`src/rtl/parking_pkg.sv`:
```
// Shared definitions for the parking keypad front end.
// Holds the keypad entry state enum and the gate controller status codes.
// The gate controller decodes the same status codes, so change them in both places.
package parking_pkg;

    typedef enum logic [2:0] {
        ST_IDLE    = 3'd0,
        ST_DIGIT1  = 3'd1,
        ST_DIGIT2  = 3'd2,
        ST_PRESENT = 3'd3,
        ST_LOCKOUT = 3'd4
    } state_t;

    localparam logic [2:0] GS_IDLE  = 3'b000;
    localparam logic [2:0] GS_WAIT  = 3'b001;
    localparam logic [2:0] GS_WRONG = 3'b010;
    localparam logic [2:0] GS_RIGHT = 3'b011;
    localparam logic [2:0] GS_STOP  = 3'b100;

endpackage

```
`src/rtl/keypad_timer.sv`:
```
// Loadable saturating down-counter with a done flag.
// One instance serves both the per-digit/verdict timeout and the lockout period.
// Ports:
//   clk, reset  - clock and asynchronous active-high reset
//   load        - load load_value this cycle (takes priority over counting)
//   load_value  - start value; done asserts load_value cycles after the load
//   done        - count has reached zero (stays there, never wraps)
module keypad_timer #(
    parameter int WIDTH = 8
) (
    input  logic             clk,
    input  logic             reset,
    input  logic             load,
    input  logic [WIDTH-1:0] load_value,
    output logic             done
);

    logic [WIDTH-1:0] count_q;
    logic [WIDTH-1:0] count_d;

    always_comb begin
        count_d = count_q;
        if (load) begin
            count_d = load_value;
        end else if (count_q != '0) begin
            count_d = count_q - 1'b1;
        end
    end

    always_ff @(posedge clk or posedge reset) begin
        if (reset) begin
            count_q <= '0;
        end else begin
            count_q <= count_d;
        end
    end

    assign done = (count_q == '0);

endmodule

```
`src/rtl/parking_keypad_entry.sv`:
```
// Driver-side keypad front end for the parking gate controller.
// Collects two 2-bit digits after a car arrives, presents them to the gate
// controller, reacts to its verdict, retries on a wrong password and locks
// out after MAX_RETRIES consecutive wrong verdicts.
// Ports:
//   clk, reset                  - clock, asynchronous active-high reset
//   car_at_gate                 - entrance sensor level
//   key_valid/key_code          - digit strobe and value from the debouncer
//   key_clear                   - restart digit entry
//   gate_status                 - gate controller status (GS_* codes)
//   password_1/password_2       - presented digits, pw_valid while both held
//   busy, lockout               - state indicators
//   accepted, timeout_err       - one-cycle event pulses
//   retry_count                 - wrong verdicts in the current session
module parking_keypad_entry
    import parking_pkg::*;
#(
    parameter int TIMEOUT_CYCLES = 100,
    parameter int MAX_RETRIES    = 3,
    parameter int LOCKOUT_CYCLES = 200
) (
    input  logic                               clk,
    input  logic                               reset,
    input  logic                               car_at_gate,
    input  logic                               key_valid,
    input  logic [1:0]                         key_code,
    input  logic                               key_clear,
    input  logic [2:0]                         gate_status,
    output logic [1:0]                         password_1,
    output logic [1:0]                         password_2,
    output logic                               pw_valid,
    output logic                               busy,
    output logic                               lockout,
    output logic                               accepted,
    output logic                               timeout_err,
    output logic [$clog2(MAX_RETRIES+1)-1:0]   retry_count
);

    localparam int RETRY_W = $clog2(MAX_RETRIES + 1);
    localparam int TMAX    = (TIMEOUT_CYCLES > LOCKOUT_CYCLES) ? TIMEOUT_CYCLES : LOCKOUT_CYCLES;
    localparam int TIMER_W = $clog2(TMAX + 1);

    state_t               state_q, state_d;
    logic                 car_q;
    logic [1:0]           pw1_q, pw1_d;
    logic [1:0]           pw2_q, pw2_d;
    logic [RETRY_W-1:0]   retry_q, retry_d;
    logic                 pw_valid_q, busy_q, lockout_q;
    logic                 accepted_q, accepted_d;
    logic                 timeout_q, timeout_d;
    logic                 restart;
    logic                 timer_load;
    logic [TIMER_W-1:0]   timer_value;
    logic                 timer_done;
    logic                 car_rise, car_fall;
    int                   retry_inc;

    assign car_rise  = car_at_gate & ~car_q;
    assign car_fall  = ~car_at_gate & car_q;
    assign retry_inc = int'(retry_q) + 1;

    always_comb begin
        state_d    = state_q;
        pw1_d      = pw1_q;
        pw2_d      = pw2_q;
        retry_d    = retry_q;
        accepted_d = 1'b0;
        timeout_d  = 1'b0;
        restart    = 1'b0;
        case (state_q)
            ST_IDLE: begin
                if (car_rise) begin
                    state_d = ST_DIGIT1;
                    retry_d = '0;
                    pw1_d   = '0;
                    pw2_d   = '0;
                end
            end
            ST_DIGIT1, ST_DIGIT2, ST_PRESENT: begin
                // Event priority: car leaves > clear > key/verdict > timeout.
                if (car_fall) begin
                    state_d = ST_IDLE;
                    pw1_d   = '0;
                    pw2_d   = '0;
                    retry_d = '0;
                end else if (key_clear) begin
                    state_d = ST_DIGIT1;
                    pw1_d   = '0;
                    pw2_d   = '0;
                    restart = 1'b1;
                end else if (state_q == ST_DIGIT1 && key_valid) begin
                    state_d = ST_DIGIT2;
                    pw1_d   = key_code;
                end else if (state_q == ST_DIGIT2 && key_valid) begin
                    state_d = ST_PRESENT;
                    pw2_d   = key_code;
                end else if (state_q == ST_PRESENT && gate_status == GS_RIGHT) begin
                    state_d    = ST_IDLE;
                    accepted_d = 1'b1;
                    pw1_d      = '0;
                    pw2_d      = '0;
                end else if (state_q == ST_PRESENT && gate_status == GS_WRONG) begin
                    retry_d = RETRY_W'(retry_inc);
                    pw1_d   = '0;
                    pw2_d   = '0;
                    state_d = (retry_inc < MAX_RETRIES) ? ST_DIGIT1 : ST_LOCKOUT;
                end else if (timer_done) begin
                    state_d   = ST_IDLE;
                    timeout_d = 1'b1;
                    pw1_d     = '0;
                    pw2_d     = '0;
                end
            end
            ST_LOCKOUT: begin
                if (timer_done) begin
                    state_d = ST_IDLE;
                    retry_d = '0;
                end
            end
            default: begin
                state_d = ST_IDLE;
            end
        endcase
    end

    // The timer restarts on every state change and on a clear that stays in DIGIT1.
    // A load of N-1 makes done assert in the Nth cycle spent in the state.
    assign timer_load  = (state_d != state_q) || restart;
    assign timer_value = (state_d == ST_LOCKOUT) ? TIMER_W'(LOCKOUT_CYCLES - 1)
                                                 : TIMER_W'(TIMEOUT_CYCLES - 1);

    keypad_timer #(.WIDTH(TIMER_W)) u_timer (
        .clk        (clk),
        .reset      (reset),
        .load       (timer_load),
        .load_value (timer_value),
        .done       (timer_done)
    );

    always_ff @(posedge clk or posedge reset) begin
        if (reset) begin
            state_q    <= ST_IDLE;
            car_q      <= 1'b0;
            pw1_q      <= '0;
            pw2_q      <= '0;
            retry_q    <= '0;
            pw_valid_q <= 1'b0;
            busy_q     <= 1'b0;
            lockout_q  <= 1'b0;
            accepted_q <= 1'b0;
            timeout_q  <= 1'b0;
        end else begin
            state_q    <= state_d;
            car_q      <= car_at_gate;
            pw1_q      <= pw1_d;
            pw2_q      <= pw2_d;
            retry_q    <= retry_d;
            // Status flags are registered from the next state so they line up with it.
            pw_valid_q <= (state_d == ST_PRESENT);
            busy_q     <= (state_d != ST_IDLE);
            lockout_q  <= (state_d == ST_LOCKOUT);
            accepted_q <= accepted_d;
            timeout_q  <= timeout_d;
        end
    end

    assign password_1  = pw1_q;
    assign password_2  = pw2_q;
    assign pw_valid    = pw_valid_q;
    assign busy        = busy_q;
    assign lockout     = lockout_q;
    assign accepted    = accepted_q;
    assign timeout_err = timeout_q;
    assign retry_count = retry_q;

endmodule

```
`config.mk`:
```
export PLATFORM = sky130hd
export DESIGN_NAME = parking_keypad_entry
export DESIGN_NICKNAME = d
export VERILOG_FILES = /design/src/rtl/parking_pkg.sv /design/src/rtl/keypad_timer.sv /design/src/rtl/parking_keypad_entry.sv
export SDC_FILE = /design/constraint.sdc
export NUM_CORES = 1
export LEC_CHECK = 0
export CAP_MARGIN = 25
export CELL_PAD_IN_SITES_DETAIL_PLACEMENT = 0
export CELL_PAD_IN_SITES_GLOBAL_PLACEMENT = 1
export CORE_AREA = 3 3 64 66
export DETAILED_ROUTE_END_ITERATION = 8
export DIE_AREA = 0 0 67 69
export HOLD_SLACK_MARGIN = 0.15
export PLACE_DENSITY = 0.78
export SYNTH_ARGS = -nofsm -noshare
export SYNTH_HDL_FRONTEND = slang
export SYNTH_SLANG_ARGS = --single-unit
```
`constraint.sdc`:
```
create_clock -name clk -period 2.7 [get_ports clk]
set_input_delay 0.54 -clock clk [delete_from_list [all_inputs] [get_ports clk]]
set_output_delay 0.54 -clock clk [all_outputs]
set_load 0.005 [all_outputs]
```
==> results.json <==
{
  "cp_max_fo": 8,
  "ys_ff_latch": 23,
  "endpoint_kind": "register",
  "cts_made_buffers": 3,
  "clock_power_share_pct": 21.6,
  "routed_wl_um": 3250,
  "synth_area_um2": 1490,
  "syn_nets": 157,
  "grt_pass1_wl_um": 5800,
  "num_rows": 22,
  "highest_layer": "met4",
  "setup.worst_path.class": "reg2reg",
  "grt_usage_pct": 15.8,
  "drc": 0,
  "fin_cells": 212,
  "cts_sinks": 23,
  "dieArea_um2": 4620,
  "seq_area_frac_synth_pct": 38.7,
  "synth_edf_count": 0,
  "maxCapViolations": 0,
  "die_w_um": 67,
  "nFillCells": 375,
  "relSlewSlack_pct": 55.0,
  "clk_latency_ns": 0.26,
  "synth-async-reset-ratio_pct": 100,
  "routabilityCongestion": 0.828,
  "grt_pass1_vias": 1227,
  "critPathRequiredTime_ns": 2.85,
  "root_buffer": "clkbuf_8",
  "io_buffers": 20,
  "mostFrequentLayoutCell": "dfrtp_1",
  "worstHoldPathType": "reg2reg",
  "combPwrFrac_pct": 33.2,
  "cpPeakStageDelay_ns": 0.53,
  "p_sw_uw": 335,
  "wl_per_cell_um": 15.3,
  "areaGrowthSynthToFinish_pct": 18.7,
  "maxSlewViolCount": 0,
  "synth_ff_type": "dfrtp_1",
  "num_vias": 1141,
  "cts.reportedPaths.clkPinSlew_ns": 0.08,
  "drive_gt1_share_pct": 14.0,
  "cts_tree": "yes",
  "grt_max_degree": 24,
  "netlist_instances": 144,
  "grt_antenna_before_repair": 0,
  "wl_met2_um": 1660,
  "start_kind": "register",
  "final.setup.tns_ns": 0,
  "postCtsResizedCells": 0,
  "critPathArrivalTime_ns": 2.46,
  "n_antenna_cell": 0,
  "syn-mean-instance-area_um2": 10.3,
  "ant_nets": 0,
  "dpl.cell_count": 208,
  "core_area_um2": 3630,
  "cts_setup_buffers": 0,
  "drt_iter0_markers": 40,
  "dp_hpwl_um": 2510,
  "wl_met1_um": 1470,
  "seqPwrFrac_pct": 45.2,
  "crit_path_cell_trace": "inv_1 > ha_1 > or4b_4 > nor2_4 > a21oi_2 > o32ai_4 > mux2_1",
  "layout_min_cycle_time_ns": 2.31,
  "start_util_pct": 40.9,
  "power_density_nw_per_um2": 556,
  "p_leak_nw": 0.725,
  "grt.overflow.total": 0,
  "outcome": "finished clean",
  "vias_per_cell": 5.38,
  "hold_buffers": 0,
  "setup_viol": 0,
  "io_pins": 21,
  "fmax_ghz": 0.434,
  "switching_share_pct": 34.1,
  "tightestPinTransition_ns": 0.675,
  "worst_path_max_delay_cell": "or4b_4",
  "met3_length_um": 74,
  "dr.pass1.iters": 4,
  "final_util_pct": 48.6,
  "htree_levels": 1,
  "finalCritPeriodShare_pct": 85.4,
  "internal_power_uw": 647,
  "yosysWarnings": 0,
  "fin_nets": 178,
  "layout_common_cells": "dfrtp_1 (23), clkdlybuf4s50_1 (20), nor2_1 (10)",
  "die_h_um": 69,
  "fin_worst_skew_ns": 0.00291,
  "rsz0062_at_grt": "false",
  "ctsLongestPathBuffers": 2,
  "yosysUniqueCellTypes": 53,
  "hold_violations": 0,
  "ir_drop_mv": 0.275
}
[worst paths after layout]
| path | start | to | slack, ns | cells past startpoint |
|---|---|---|---|---|
| min in group asynchronous | reset | u_timer.count_q[2] | 0.60 | 3 |
| setup / recovery | u_timer.count_q[0] | retry_count[1] | 0.39 | 7 |
| hold reg to reg | password_2[0] | password_2[0] | 0.50 | 1 |
| setup reg to reg | u_timer.count_q[0] | retry_count[1] | 0.39 | 7 |
| hold / removal | password_2[0] | password_2[0] | 0.50 | 1 |
| max in group asynchronous | reset | accepted | 1.87 | 3 |
[sequential cells by signal (all words and copies together) (netlist names)]
signal           count
accepted             1
busy                 1
car_q                1
lockout              1
password_1           2
password_2           2
pw_valid             1
retry_count          2
state_q              3
timeout_err          1
u_timer.count_q      8
[synthesized netlist by cell type, types with 2 or more instances]
cell type | number | area (um^2)
a21o_1 | 2 | 15.0
a21oi_1 | 3 | 15.0
a32o_1 | 4 | 40.0
buf_2 | 4 | 20.0
buf_6 | 2 | 22.5
dfrtp_1 | 23 | 576
ha_1 | 3 | 37.5
inv_1 | 9 | 33.8
mux2i_1 | 3 | 30.0
nand2_1 | 8 | 30.0
nand2b_1 | 2 | 12.5
nand3_1 | 4 | 20.0
nor2_1 | 10 | 37.5
nor2b_1 | 3 | 18.8
nor3_1 | 4 | 20.0
nor4b_1 | 2 | 17.5
o211ai_1 | 2 | 15.0
o21a_1 | 4 | 30.0
o21ai_0 | 5 | 25.0
o21ai_2 | 2 | 17.5
o31ai_1 | 3 | 22.5
or2_1 | 3 | 18.8
or3_1 | 2 | 12.5
or4_1 | 3 | 22.5
xnor2_1 | 4 | 35.0
xor2_1 | 3 | 26.3
[power groups by stage]
stage               sequential [mW]  combinational (mW)  clock, mW
detailed placement            0.451               0.322          0
finish                        0.444               0.326      0.212
global placement              0.448               0.317          0
CTS                           0.444               0.325      0.217
floorplan                     0.429               0.260          0
global route                  0.453               0.367      0.234
[layer usage]
layer,track usage [%],up-vias
met2,26.2,13
met5,0,-
met4,4.28,0
met1,21.0,551
met3,2.61,4
li1,-,573
[final cells by class]
class / instances / area (um^2) / area share, %
multi-input cells: 105 / 832 / 47.1
flip-flops and latches: 23 / 576 / 32.6
repair buffers: 22 / 215 / 12.2
well taps: 48 / 60.1 / 3.40
clock buffers: 4 / 45.0 / 2.55
inverters: 10 / 37.5 / 2.13
[logic make-up after synthesis]
| family | share of synthesized area [%] |
|---|---|
| muxes | 2.78 |
| adders and majority gates | 2.52 |
| xor gates and xnor gates | 4.12 |
| AOI/OAI and AO/OA | 21.6 |
| DFF | 38.7 |
| buffers and inverters | 5.38 |
| and+or+nand+nor | 24.9 |
[per-stage QoR]
stage	worst slack (ns)	hold slack (ns)	power [mW]	instance area, um^2
after floorplan	0.612	0.489	0.690	1490
after global placement	0.275	0.479	0.765	1720
after detailed placement	0.229	0.490	0.773	1720
after CTS	0.391	0.508	0.986	1770
after global routing	0.274	0.526	1.05	1770
final	0.394	0.504	0.982	1770
[critical path: cells and delay by family (launching register included)]
kind,cells,cell delay [ns]
adders and majority gates,1,0.24
buffers and inverters,1,0.10
AOI/OAI and AO/OA,2,0.33
and+or+nand+nor,2,0.79
DFF,1,0.40
muxes,1,0.35
Note: power is estimated with default switching activity, not from simulation.
